<file path="config.mk">
export PLATFORM = sky130hd
export DESIGN_NAME = multicycle_main_fsm
export DESIGN_NICKNAME = d
export VERILOG_FILES = /design/src/rtl/riscv_ctrl_pkg.sv /design/src/rtl/opcode_class_decode.sv /design/src/rtl/multicycle_main_fsm.sv
export SDC_FILE = /design/constraint.sdc
export NUM_CORES = 1
export LEC_CHECK = 0
export CAP_MARGIN = 20
export CELL_PAD_IN_SITES_DETAIL_PLACEMENT = 1
export CELL_PAD_IN_SITES_GLOBAL_PLACEMENT = 2
export CORE_AREA = 10 10 62 64
export CTS_BUF_LIST = sky130_fd_sc_hd__clkbuf_16
export DETAILED_ROUTE_END_ITERATION = 7
export DIE_AREA = 0 0 72 74
export MAX_ROUTING_LAYER = met4
export PLACE_DENSITY = 0.83
export SYNTH_ARGS = -nofsm -noshare
export SYNTH_HDL_FRONTEND = slang
export SYNTH_SLANG_ARGS = --single-unit
</file>
<file path="constraint.sdc">
create_clock -name clk -period 1.99 [get_ports clk]
set_clock_uncertainty 0.15 [all_clocks]
set_input_delay 0.4975 -clock clk [delete_from_list [all_inputs] [get_ports clk]]
set_output_delay 0.4975 -clock clk [all_outputs]
set_load 0.01 [all_outputs]
</file>
<file path="src/rtl/riscv_ctrl_pkg.sv">
// Shared control definitions for the multi-cycle RISC-V core: FSM state
// encoding, opcode constants, datapath select encodings and the opcode class.
package riscv_ctrl_pkg;

    // 4-bit state encoding; FETCH must stay at zero so reset lands there
    typedef enum logic [3:0] {
        StFetch    = 4'd0,
        StDecode   = 4'd1,
        StMemAdr   = 4'd2,
        StMemRead  = 4'd3,
        StMemWb    = 4'd4,
        StMemWrite = 4'd5,
        StExecuteR = 4'd6,
        StExecuteI = 4'd7,
        StAluWb    = 4'd8,
        StJal      = 4'd9,
        StBeq      = 4'd10,
        StLui      = 4'd11
    } state_e;

    // Opcodes
    localparam logic [6:0] OP_LW  = 7'b0000011;
    localparam logic [6:0] OP_SW  = 7'b0100011;
    localparam logic [6:0] OP_R   = 7'b0110011;
    localparam logic [6:0] OP_I   = 7'b0010011;
    localparam logic [6:0] OP_JAL = 7'b1101111;
    localparam logic [6:0] OP_BEQ = 7'b1100011;
    localparam logic [6:0] OP_LUI = 7'b0110111;

    // Result mux select
    localparam logic [1:0] RESULT_ALUOUT = 2'b00;
    localparam logic [1:0] RESULT_DATA   = 2'b01;
    localparam logic [1:0] RESULT_ALU    = 2'b10;

    // ALU A select; ZERO is only ever driven when LUI support is built in
    localparam logic [1:0] ALUSRCA_PC    = 2'b00;
    localparam logic [1:0] ALUSRCA_OLDPC = 2'b01;
    localparam logic [1:0] ALUSRCA_RS1   = 2'b10;
    localparam logic [1:0] ALUSRCA_ZERO  = 2'b11;

    // ALU B select
    localparam logic [1:0] ALUSRCB_RS2  = 2'b00;
    localparam logic [1:0] ALUSRCB_IMM  = 2'b01;
    localparam logic [1:0] ALUSRCB_FOUR = 2'b10;

    // ALU decoder class
    localparam logic [1:0] ALUOP_ADD   = 2'b00;
    localparam logic [1:0] ALUOP_SUB   = 2'b01;
    localparam logic [1:0] ALUOP_FUNCT = 2'b10;

    // One-hot opcode class
    typedef struct packed {
        logic mem;
        logic r;
        logic i;
        logic jal;
        logic beq;
        logic lui;
        logic illegal;
    } op_class_t;

endpackage

</file>
<file path="src/rtl/opcode_class_decode.sv">
// Combinational opcode classifier shared by the DECODE and MEMADR decisions.
// Optional feature macro: MULTICYCLE_FSM_LUI_EN (recognise LUI as legal).
module opcode_class_decode
    import riscv_ctrl_pkg::*;
#(
    parameter int unsigned OP_WIDTH = 7
) (
    input  logic [OP_WIDTH-1:0] op,
    output op_class_t           op_class,
    output logic                is_load
);

    // Map opcode to exactly one class; anything unrecognised is illegal
    always_comb begin
        op_class = '0;
        case (op)
            OP_LW, OP_SW: op_class.mem = 1'b1;
            OP_R:         op_class.r   = 1'b1;
            OP_I:         op_class.i   = 1'b1;
            OP_JAL:       op_class.jal = 1'b1;
            OP_BEQ:       op_class.beq = 1'b1;
`ifdef MULTICYCLE_FSM_LUI_EN
            OP_LUI:       op_class.lui = 1'b1;
`endif
            default:      op_class.illegal = 1'b1;
        endcase
    end

    // Load vs store split inside the memory class
    always_comb begin
        is_load = (op == OP_LW);
    end

endmodule

</file>
<file path="src/rtl/multicycle_main_fsm.sv">
// Main control FSM of the multi-cycle RISC-V core. Moore outputs decoded from
// the state register; only FETCH/MEMREAD/MEMWRITE look at mem_ready.
// Optional feature macro: MULTICYCLE_FSM_LUI_EN (adds the LUI state).
module multicycle_main_fsm
    import riscv_ctrl_pkg::*;
#(
    parameter int unsigned OP_WIDTH = 7
) (
    input  logic                clk,
    input  logic                reset,
    input  logic [OP_WIDTH-1:0] op,
    input  logic                mem_ready,
    output logic                branch,
    output logic                pc_update,
    output logic                reg_write,
    output logic                mem_write,
    output logic                ir_write,
    output logic                adr_src,
    output logic [1:0]          result_src,
    output logic [1:0]          alu_src_a,
    output logic [1:0]          alu_src_b,
    output logic [1:0]          alu_op,
    output logic                illegal_instr
);

    state_e    state_q, state_d;
    op_class_t op_class;
    logic      is_load;

    opcode_class_decode #(
        .OP_WIDTH (OP_WIDTH)
    ) u_opcode_class_decode (
        .op       (op),
        .op_class (op_class),
        .is_load  (is_load)
    );

    // State register with synchronous reset to FETCH
    always_ff @(posedge clk) begin
        if (reset) begin
            state_q <= StFetch;
        end else begin
            state_q <= state_d;
        end
    end

    // Next-state and per-state output decode
    always_comb begin
        state_d       = StFetch;
        branch        = 1'b0;
        pc_update     = 1'b0;
        reg_write     = 1'b0;
        mem_write     = 1'b0;
        ir_write      = 1'b0;
        adr_src       = 1'b0;
        result_src    = 2'b00;
        alu_src_a     = 2'b00;
        alu_src_b     = 2'b00;
        alu_op        = 2'b00;
        illegal_instr = 1'b0;

        case (state_q)
            StFetch: begin
                adr_src    = 1'b0;
                alu_src_a  = ALUSRCA_PC;
                alu_src_b  = ALUSRCB_FOUR;
                alu_op     = ALUOP_ADD;
                result_src = RESULT_ALU;
                ir_write   = mem_ready;
                pc_update  = mem_ready;
                state_d    = mem_ready ? StDecode : StFetch;
            end
            StDecode: begin
                // Precompute the branch target while the opcode is classified
                alu_src_a = ALUSRCA_OLDPC;
                alu_src_b = ALUSRCB_IMM;
                alu_op    = ALUOP_ADD;
                if (op_class.mem) begin
                    state_d = StMemAdr;
                end else if (op_class.r) begin
                    state_d = StExecuteR;
                end else if (op_class.i) begin
                    state_d = StExecuteI;
                end else if (op_class.jal) begin
                    state_d = StJal;
                end else if (op_class.beq) begin
                    state_d = StBeq;
`ifdef MULTICYCLE_FSM_LUI_EN
                end else if (op_class.lui) begin
                    state_d = StLui;
`endif
                end else begin
                    illegal_instr = 1'b1;
                    state_d       = StFetch;
                end
            end
            StMemAdr: begin
                alu_src_a = ALUSRCA_RS1;
                alu_src_b = ALUSRCB_IMM;
                alu_op    = ALUOP_ADD;
                state_d   = is_load ? StMemRead : StMemWrite;
            end
            StMemRead: begin
                adr_src    = 1'b1;
                result_src = RESULT_ALUOUT;
                state_d    = mem_ready ? StMemWb : StMemRead;
            end
            StMemWb: begin
                result_src = RESULT_DATA;
                reg_write  = 1'b1;
                state_d    = StFetch;
            end
            StMemWrite: begin
                // Strobe held until memory accepts the write
                adr_src    = 1'b1;
                result_src = RESULT_ALUOUT;
                mem_write  = 1'b1;
                state_d    = mem_ready ? StFetch : StMemWrite;
            end
            StExecuteR: begin
                alu_src_a = ALUSRCA_RS1;
                alu_src_b = ALUSRCB_RS2;
                alu_op    = ALUOP_FUNCT;
                state_d   = StAluWb;
            end
            StExecuteI: begin
                alu_src_a = ALUSRCA_RS1;
                alu_src_b = ALUSRCB_IMM;
                alu_op    = ALUOP_FUNCT;
                state_d   = StAluWb;
            end
            StAluWb: begin
                result_src = RESULT_ALUOUT;
                reg_write  = 1'b1;
                state_d    = StFetch;
            end
            StJal: begin
                alu_src_a  = ALUSRCA_OLDPC;
                alu_src_b  = ALUSRCB_FOUR;
                alu_op     = ALUOP_ADD;
                result_src = RESULT_ALUOUT;
                pc_update  = 1'b1;
                state_d    = StAluWb;
            end
            StBeq: begin
                alu_src_a  = ALUSRCA_RS1;
                alu_src_b  = ALUSRCB_RS2;
                alu_op     = ALUOP_SUB;
                result_src = RESULT_ALUOUT;
                branch     = 1'b1;
                state_d    = StFetch;
            end
`ifdef MULTICYCLE_FSM_LUI_EN
            StLui: begin
                alu_src_a = ALUSRCA_ZERO;
                alu_src_b = ALUSRCB_IMM;
                alu_op    = ALUOP_ADD;
                state_d   = StAluWb;
            end
`endif
            // Unused encodings fall back to FETCH with all strobes low
            default: state_d = StFetch;
        endcase
    end

endmodule

</file>
; ---- After elaboration in Yosys (flattened, before gate mapping)
; Index checks and enable logic that the tools add are counted.
[classes]
eq_ne = 16
n_mux = 31
n_reduce_logical = 10
[ops]
columns = op, count
row1 = $pmux W4 S6, 1
row2 = $mux W4, 5
row3 = $mux W1, 17
row4 = $eq A4 B3 Y1 const B, 4
row5 = $pmux W2 S2, 4
row6 = $eq A7 B6 Y1 const B, 2
row7 = $eq A7 B7 Y1 const B, 2
row8 = $eq A4 B4 Y1 const B, 3
row9 = $reduce_or A2 Y1, 6
row10 = $mux W3, 3
row11 = $eq A4 B2 Y1 const B, 2
row12 = $eq A7 B2 Y1 const B, 1
row13 = $eq A7 B5 Y1 const B, 1
row14 = $reduce_or A3 Y1, 2
row15 = $eq A4 B1 Y1 const B, 1
row16 = $logic_not A4 Y1, 1
row17 = $reduce_or A4 Y1, 1
row18 = $pmux W1 S2, 1
[totals]
reg_bits = 4
input_bits = 10
out_inout_bits = 15
elab_cells = 58

; ---- Longest topological paths before layout
; Gate-level depths: netlist (run 1).
[logic_depth]
word_depth = 8
ltp_mapped = 5
mapped_depth_nobuf = 4

; ---- By module
; A second synthesis (run 1) with hierarchy kept.
[hier_totals]
cells_unflattened = 81
hier_area_um2 = 525.5
[modules_own_cells]
columns = mod, n_inst, cells_per_inst, area_per_inst_um2, seq_area_each_um2
row1 = multicycle_main_fsm, 1, 65, 431.7, 80.1
row2 = opcode_class_decode, 1, 16, 93.8, 0.0

; ---- Least setup slack after synthesis (run 1)
; Ideal clock, no wire load.
[synth_timing]
kind = register -> output
start = register state_q[3]
end = output alu_op[0]
arrival_ns = 1.311
t_required_ns = 1.342
path_slack_ns = 0.032
stages_incl_launch_ff = 4
path_buffers = 2
cell_sequence = dfxtp_1 clkbuf_1 nor3b_1 buf_4
[synth_via]
elab_chain_len = 3
word_cells_on_any_way = 5
classes_between = eq/ne: 3 / mux: 1 / reduce/logical: 1
[synth_lines]
columns = element, line
row1 = from (decl), multicycle_main_fsm.sv:26  ; state_e state_q, state_d;
row2 = from (signal assigned), multicycle_main_fsm.sv:41  ; state_q <= StFetch;
row3 = from (signal assigned), multicycle_main_fsm.sv:43  ; state_q <= state_d;
row4 = $eq A4 B3 Y1, multicycle_main_fsm.sv:62  ; case (state_q)
row5 = $reduce_or A2 Y1 (no line), n/a
row6 = $pmux W2 S2 (*), multicycle_main_fsm.sv:62
row7 = to (decl), multicycle_main_fsm.sv:22  ; output logic [1:0] alu_op,
; Every way passes the cells marked *; elsewhere a longest branch is shown, timed or not.

; ---- Worst setup path in the final report (run 1)
[layout_timing]
start = input op[4]
end = output illegal_instr
[layout_via]
elab_chain_len = 8
word_cells_on_any_way = 18
classes_between = eq/ne: 6 / mux: 11 / reduce/logical: 1
[layout_lines]
columns = element, line
row1 = from (decl), multicycle_main_fsm.sv:11  ; input logic [OP_WIDTH-1:0] op,
row2 = $eq A7 B7 Y1, opcode_class_decode.sv:16  ; case (op)
row3 = $mux W1, opcode_class_decode.sv:16
row4 = $mux W1, multicycle_main_fsm.sv:86  ; end else if (op_class.beq) begin
row5 = $mux W1, multicycle_main_fsm.sv:84  ; end else if (op_class.jal) begin
row6 = $mux W1, multicycle_main_fsm.sv:82  ; end else if (op_class.i) begin
row7 = $mux W1, multicycle_main_fsm.sv:80  ; end else if (op_class.r) begin
row8 = $mux W1 (*), multicycle_main_fsm.sv:78  ; if (op_class.mem) begin
row9 = $mux W1 (*), multicycle_main_fsm.sv:62
row10 = to (decl), multicycle_main_fsm.sv:23  ; output logic illegal_instr
; Marks and branches as above.

==> results of run 1 <==
==> layout by cell type (no fill, tap or decap), types with 3 or more instances in the layout <==
cell type and count:
buf_4 32, buf_2 11, dlygate4sd2_1 5, a21oi_1 4, nand2b_1 4, clkbuf_2 4, nor3_1 3, nor2_1 3
nor3_2 3, a211oi_1 3, clkbuf_16 3, buf_6 3
==> through the flow <==
stage / cell area [um^2] / hold slack (ps) / setup TNS, ps
after detailed placement: 977 / 469 / -4050
final: 1120 / 466 / -52.7
after floorplan: 488 / 417 / 0
after global routing: 1120 / 515 / -125
after CTS: 1050 / 474 / -191
after global placement: 977 / 448 / -3390
==> final cells by class <==
| cell class | count | share of cell area |
|---|---|---|
| Clock buffer | 3 | 0.0671 |
| Inverter | 3 | 0.0101 |
| Multi-Input combinational cell | 56 | 0.432 |
| Sequential cell | 4 | 0.0738 |
| Tap cell | 31 | 0.0347 |
| Timing Repair Buffer | 58 | 0.383 |
==> power by group <==
part	switching, uW	internal, uW	total, uW
clock network	60.2	257	317
registers	2.04	82.5	84.6
logic	57.8	65.9	124
==> cells in the mapped netlist (2+ instances only) <==
| cell type | count | area, um^2 |
|---|---|---|
| nor4_1 | 4 | 25.0 |
| inv_1 | 2 | 7.51 |
| nand2_1 | 3 | 11.3 |
| clkbuf_1 | 2 | 7.51 |
| nor3b_1 | 2 | 15.0 |
| nand3_1 | 2 | 10.0 |
| a211oi_1 | 3 | 22.5 |
| nor2_1 | 4 | 15.0 |
| nor3_1 | 5 | 25.0 |
| xnor2_1 | 2 | 17.5 |
| o21ai_0 | 2 | 10.0 |
| a21oi_1 | 5 | 25.0 |
| xor2_1 | 2 | 17.5 |
| dfxtp_1 | 4 | 80.1 |
| nand2b_1 | 5 | 31.3 |
| buf_2 | 3 | 15.0 |
==> worst max-delay path, stage by stage <==
cell           delay [ps]
dlygate4sd2_1         240
and3b_1               230
nor3b_4               220
nor3_2                 70
buf_2                 140
==> logic make-up (layout without fill, tap and decap cells) <==
family / count (synthesis) / count (layout) / synth area share
XOR/XNOR: 4 / 4 / 0.0718
AO/OA/AOI/OAI: 18 / 18 / 0.259
flip-flops: 4 / 4 / 0.164
AND/OR/NAND/NOR: 34 / 34 / 0.421
buffers and inverters: 9 / 64 / 0.0846
==> repair_timing <==
item / 4_1_cts / 5_1_grt
resized for setup: 64 / 33
endpoints found under the setup margin: 18 / 13
pin swaps: 3 / 6
buffers inserted: 0 / 2
==> layer usage <==
layer  track usage  vias up
li1              -      364
met1        0.0891      352
met2         0.159       22
met3        0.0199        2
met4        0.0323        0
met5             -        -
==> worst min path at each step <==
stage          startpoint    endpoint  slack, ps  cells past startpoint
2_1_floorplan       reset  state_q[3]        420                      1
3_3_place_gp   state_q[3]  state_q[2]        450                      2
3_5_place_dp   state_q[3]  state_q[2]        470                      2
4_1_cts        state_q[3]  state_q[2]        470                      2
5_1_grt        state_q[3]  state_q[2]        520                      2
6_report       state_q[3]  state_q[2]        470                      2
==> impl_metrics.csv, run 1 <==
group,metric,value,unit
grt,grt_pass1_wl,3770,um
final_layout,largest_register_ffs,4,
sta,rsz0062_at_grt,"yes",
sta,slew_headroom,0.827,
setup_path,required,1340,ps
sta,slew_viol_final,0,
route,wl_met2,1270,um
final_layout,multi_input_area,483,um^2
setup_path,cp-endpoint,"illegal_instr",
grt,grt_overflow,0,
route,top_layer_used,"met4",
final_layout,fill_cells,336,
floorplanning,std_cell_rows,19,
route,via_per_inst,4.77,
cts,cts_tree,"built",
sta,fin_crit_sh,1.03,
synthesis,yosysWarnings,0,
grt,antenna_found_initial,0,
route,dr_total_vias,740,
setup_path,cp-end-kind,"primary output",
route,drt_first_iter_violations,12,
final_layout,regArea,82.6,um^2
final_layout,instances_no_fill,155,
sta,fin_ws,-52.7,ps
run_status,status,"finished with violations",
final_layout,final_util,0.420,
route,wl_met1,960,um
final_layout,drive_gt1_frac,0.605,
synthesis,synth_edf_count,0,
power_and_ir_drop,power_leakage,0.000510,uW
setup_path,crit_path_start_kind,"input port",
synthesis,yosysSeqAreaShare,0.164,
setup_path,reg2reg_from,"state_q[2]",
floorplanning,start_util,0.183,
cts,clock-root-buffer,"clkbuf_16",
placed_design,place_congestion,0.693,
power_and_ir_drop,power-per-cell-area,470,nW/um^2
floorplanning,die_h,74,um
synthesis,ys_seq_elements,4,
power_and_ir_drop,p_total,526,uW
route,ant_nets,0,
cts,postCtsHoldBufs,0,
cts,insertion_delay,230,ps
synthesis,netlist_area,488,um^2
synthesis,syn_area_per_cell,7.07,um^2
route,wl_per_cell,15.6,um
sta,setup_viol,1,
sta,finalHoldViolCount,0,
sta,tightest_slew,258,ps
final_layout,reg_top3,"state_q: 4 flops",
sta,fin_crit,2040,ps
setup_path,cp.arrival,1400,ps
cts,cts_max_path_buffers,2,
synthesis,syn_inst,69,
synthesis,ys.flop_type,"dfxtp_1",
route,dr_wl_met3,162,um
setup_path,cp-startpoint,"op[4]",
grt,grtUsageTotal,0.0870,
floorplanning,ios,25,
setup_path,r2r_slack,320,ps
route,drtPass1Iterations,3,
run_status,violations,"negative setup slack",
synthesis,syn_nets,79,
placed_design,place_ws,-723,ps
floorplanning,core_area,2660,um^2
placed_design,io_buffers,24,
synthesis,async_flop_share,0,
setup_path,worst-r2r-cell-count,6,
cts,htreeDepth,1,
setup_path,path_max_fanout,2,
setup_path,r2r_end,"state_q[2]",
route,route.detailed.drc,0,
route,postRouteWirelength,2420,um
hold_path,hold_class,"flop to flop",
grt,grt_max_degree,13,
cts,clkTransAtPathRegs,30,ps
final_layout,diodes,0,
final_layout,regMostFlops,"state_q",
final_layout,synthToLayoutAreaGrowth,129,%
floorplanning,die_x,72,um
cts,numCtsBuffers,3,
setup_path,crit_type,"input port to primary output",
placed_design,hpwl,1800,um
job,cap_viol_max_count,0,
sta,max_freq,490,MHz
final_layout,nets,136,
placed_design,placed_cells_incl_taps,150,
cts,cts.sinks,4,
synthesis,synth_cell_types,35,
floorplanning,die-area,5330,um^2
power_and_ir_drop,ir_worst_vdd,0.000318,V
grt,grt_pass1_vias,831,
(Power assumes the default switching activity.)
==> run 2: changes to the inputs <==
--- a/config.mk
+++ b/config.mk
@@ -8,12 +8,13 @@
 export CAP_MARGIN = 20
 export CELL_PAD_IN_SITES_DETAIL_PLACEMENT = 1
 export CELL_PAD_IN_SITES_GLOBAL_PLACEMENT = 2
-export CORE_AREA = 10 10 62 64
+export CORE_AREA = 10 10 64 66
 export CTS_BUF_LIST = sky130_fd_sc_hd__clkbuf_16
 export DETAILED_ROUTE_END_ITERATION = 7
-export DIE_AREA = 0 0 72 74
+export DIE_AREA = 0 0 74 76
 export MAX_ROUTING_LAYER = met4
-export PLACE_DENSITY = 0.83
+export PLACE_DENSITY = 0.82
 export SYNTH_ARGS = -nofsm -noshare
 export SYNTH_HDL_FRONTEND = slang
+export SYNTH_HIERARCHICAL = 1
 export SYNTH_SLANG_ARGS = --single-unit
==> impl_metrics.csv, run 2 <==
group,metric,value,unit
run_status,status,"finished with violations",
run_status,violations,"negative setup slack",
floorplanning,ios,25,
synthesis,netlist_area,498,um^2
setup_path,required,1340,ps
final_layout,nets,153,
synthesis,syn_inst,77,
sta,tightest_slew,361,ps
sta,finalHoldViolCount,0,
placed_design,place_congestion,0.744,
final_layout,design_area,1240,um^2
setup_path,cp-end-kind,"primary output",
synthesis,syn_area_per_cell,6.47,um^2
grt,grt_pass1_vias,898,
cts,clkTransAtPathRegs,30,ps
setup_path,cp.arrival,1830,ps
power_and_ir_drop,power-per-cell-area,419,nW/um^2
placed_design,io_buffers,24,
route,via_per_inst,4.67,
setup_path,crit_path_start_kind,"flop",
synthesis,yosysWarnings,6,
job,cap_viol_max_count,0,
cts,clock-root-buffer,"clkbuf_16",
hold_path,hold_class,"flop to flop",
sta,holdWs,640,ps
route,wl_per_cell,15.1,um
floorplanning,die-area,5620,um^2
cts,cts_tree,"built",
final_layout,reg_top3,"state_q: 4 flops",
power_and_ir_drop,power_leakage,0.000618,uW
route,drt_first_iter_violations,9,
route,dr_total_vias,812,
final_layout,synthToLayoutAreaGrowth,150,%
sta,max_freq,404,MHz
sta,setup_viol,8,
sta,slew_viol_final,0,
final_layout,layout_commonest_cell,"buf_4",
final_layout,largest_register_ffs,4,
placed_design,placed_cells_incl_taps,153,
cts,htreeDepth,1,
sta,fin_crit,2480,ps
grt,grtUsageTotal,0.0914,
route,ant_nets,0,
final_layout,instances_no_fill,174,
route,postRouteWirelength,2630,um
sta,rsz0062_at_grt,"yes",
floorplanning,die_h,76,um
final_layout,drive_gt1_frac,0.660,
sta,final.setup.tns,-700,ps
cts,insertion_delay,220,ps
sta,slew_headroom,0.757,
power_and_ir_drop,ir_worst_vdd,0.000192,V
floorplanning,std_cell_rows,20,
sta,fin_ws,-487,ps
cts,cts_max_path_buffers,2,
setup_path,r2r_slack,120,ps
final_layout,fill_cells,351,
floorplanning,start_util,0.170,
placed_design,hpwl,1700,um
sta,fin_crit_sh,1.24,
route,route.detailed.drc,0,
final_layout,diodes,0,
cts,postCtsHoldBufs,0,
setup_path,path_max_fanout,2,
cts,cts.sinks,4,
grt,grt_overflow,0,
setup_path,crit_type,"flop to primary output",
grt,antenna_found_initial,0,
placed_design,place_ws,-1090,ps
final_layout,regMostFlops,"state_q",
grt,grt_max_degree,15,
route,drtPass1Iterations,4,
floorplanning,die_x,74,um
final_layout,final_cell_mix,"39 x buf_4, 15 x buf_2, 7 x nor2_1",
synthesis,syn_nets,87,
placed_design,placed_area,958,um^2
floorplanning,core_area,2930,um^2
cts,numCtsBuffers,3,
grt,grt_pass1_wl,4250,um
[run 2: timing repair]
item | 4_1_cts | 5_1_grt
setup endpoints to repair | 19 | 17
gates resized for setup | 109 | 14
buffers inserted | 10 | 13
pin swaps | 13 | 14
[run 2: critical path, stage by stage (launching register included)]
cell	delay [ps]
dfxtp_2	310
or4b_4	530
or4_4	500
nor3_2	110
buf_2	150
[run 2: metrics by stage]
step | utilization | power [uW]
2_1_floorplan | - | 122
3_3_place_gp | 0.327 | 183
3_5_place_dp | 0.327 | 186
4_1_cts | 0.388 | 505
5_1_grt | 0.425 | 541
6_report | 0.425 | 522
[run 2: layout make-up]
class | count | area [um^2] | area share
clock buffers | 3 | 75.1 | 0.0603
inverters | 3 | 13.8 | 0.0111
multi-input cells | 65 | 541 | 0.434
flip-flops and latches | 4 | 82.6 | 0.0663
well taps | 33 | 41.3 | 0.0332
repair buffers | 66 | 492 | 0.395
[run 2: final timing paths]
check | start | end | depth (start not counted)
max | state_q[2] | illegal_instr | 4
min | state_q[2] | state_q[3] | 4
max reg2reg | state_q[2] | state_q[3] | 4
min reg2reg | state_q[2] | state_q[3] | 4
[run 2: routing by layer]
layer | share of wire | vias to the layer above | track usage
li1 | - | 406 | -
met4 | 0.0072 | 0 | 0.0280
met5 | 0 | - | -
met3 | 0.024 | 2 | 0.0117
met1 | 0.38 | 386 | 0.0967
met2 | 0.59 | 18 | 0.166
[run 2: power breakdown]
| part | switching (uW) | internal (uW) | total, uW |
|---|---|---|---|
| sequential | 1.26 | 82.3 | 83.6 |
| combinational | 51.5 | 72.2 | 124 |
| clock | 57.5 | 257 | 314 |
| total | 110 | 411 | 522 |
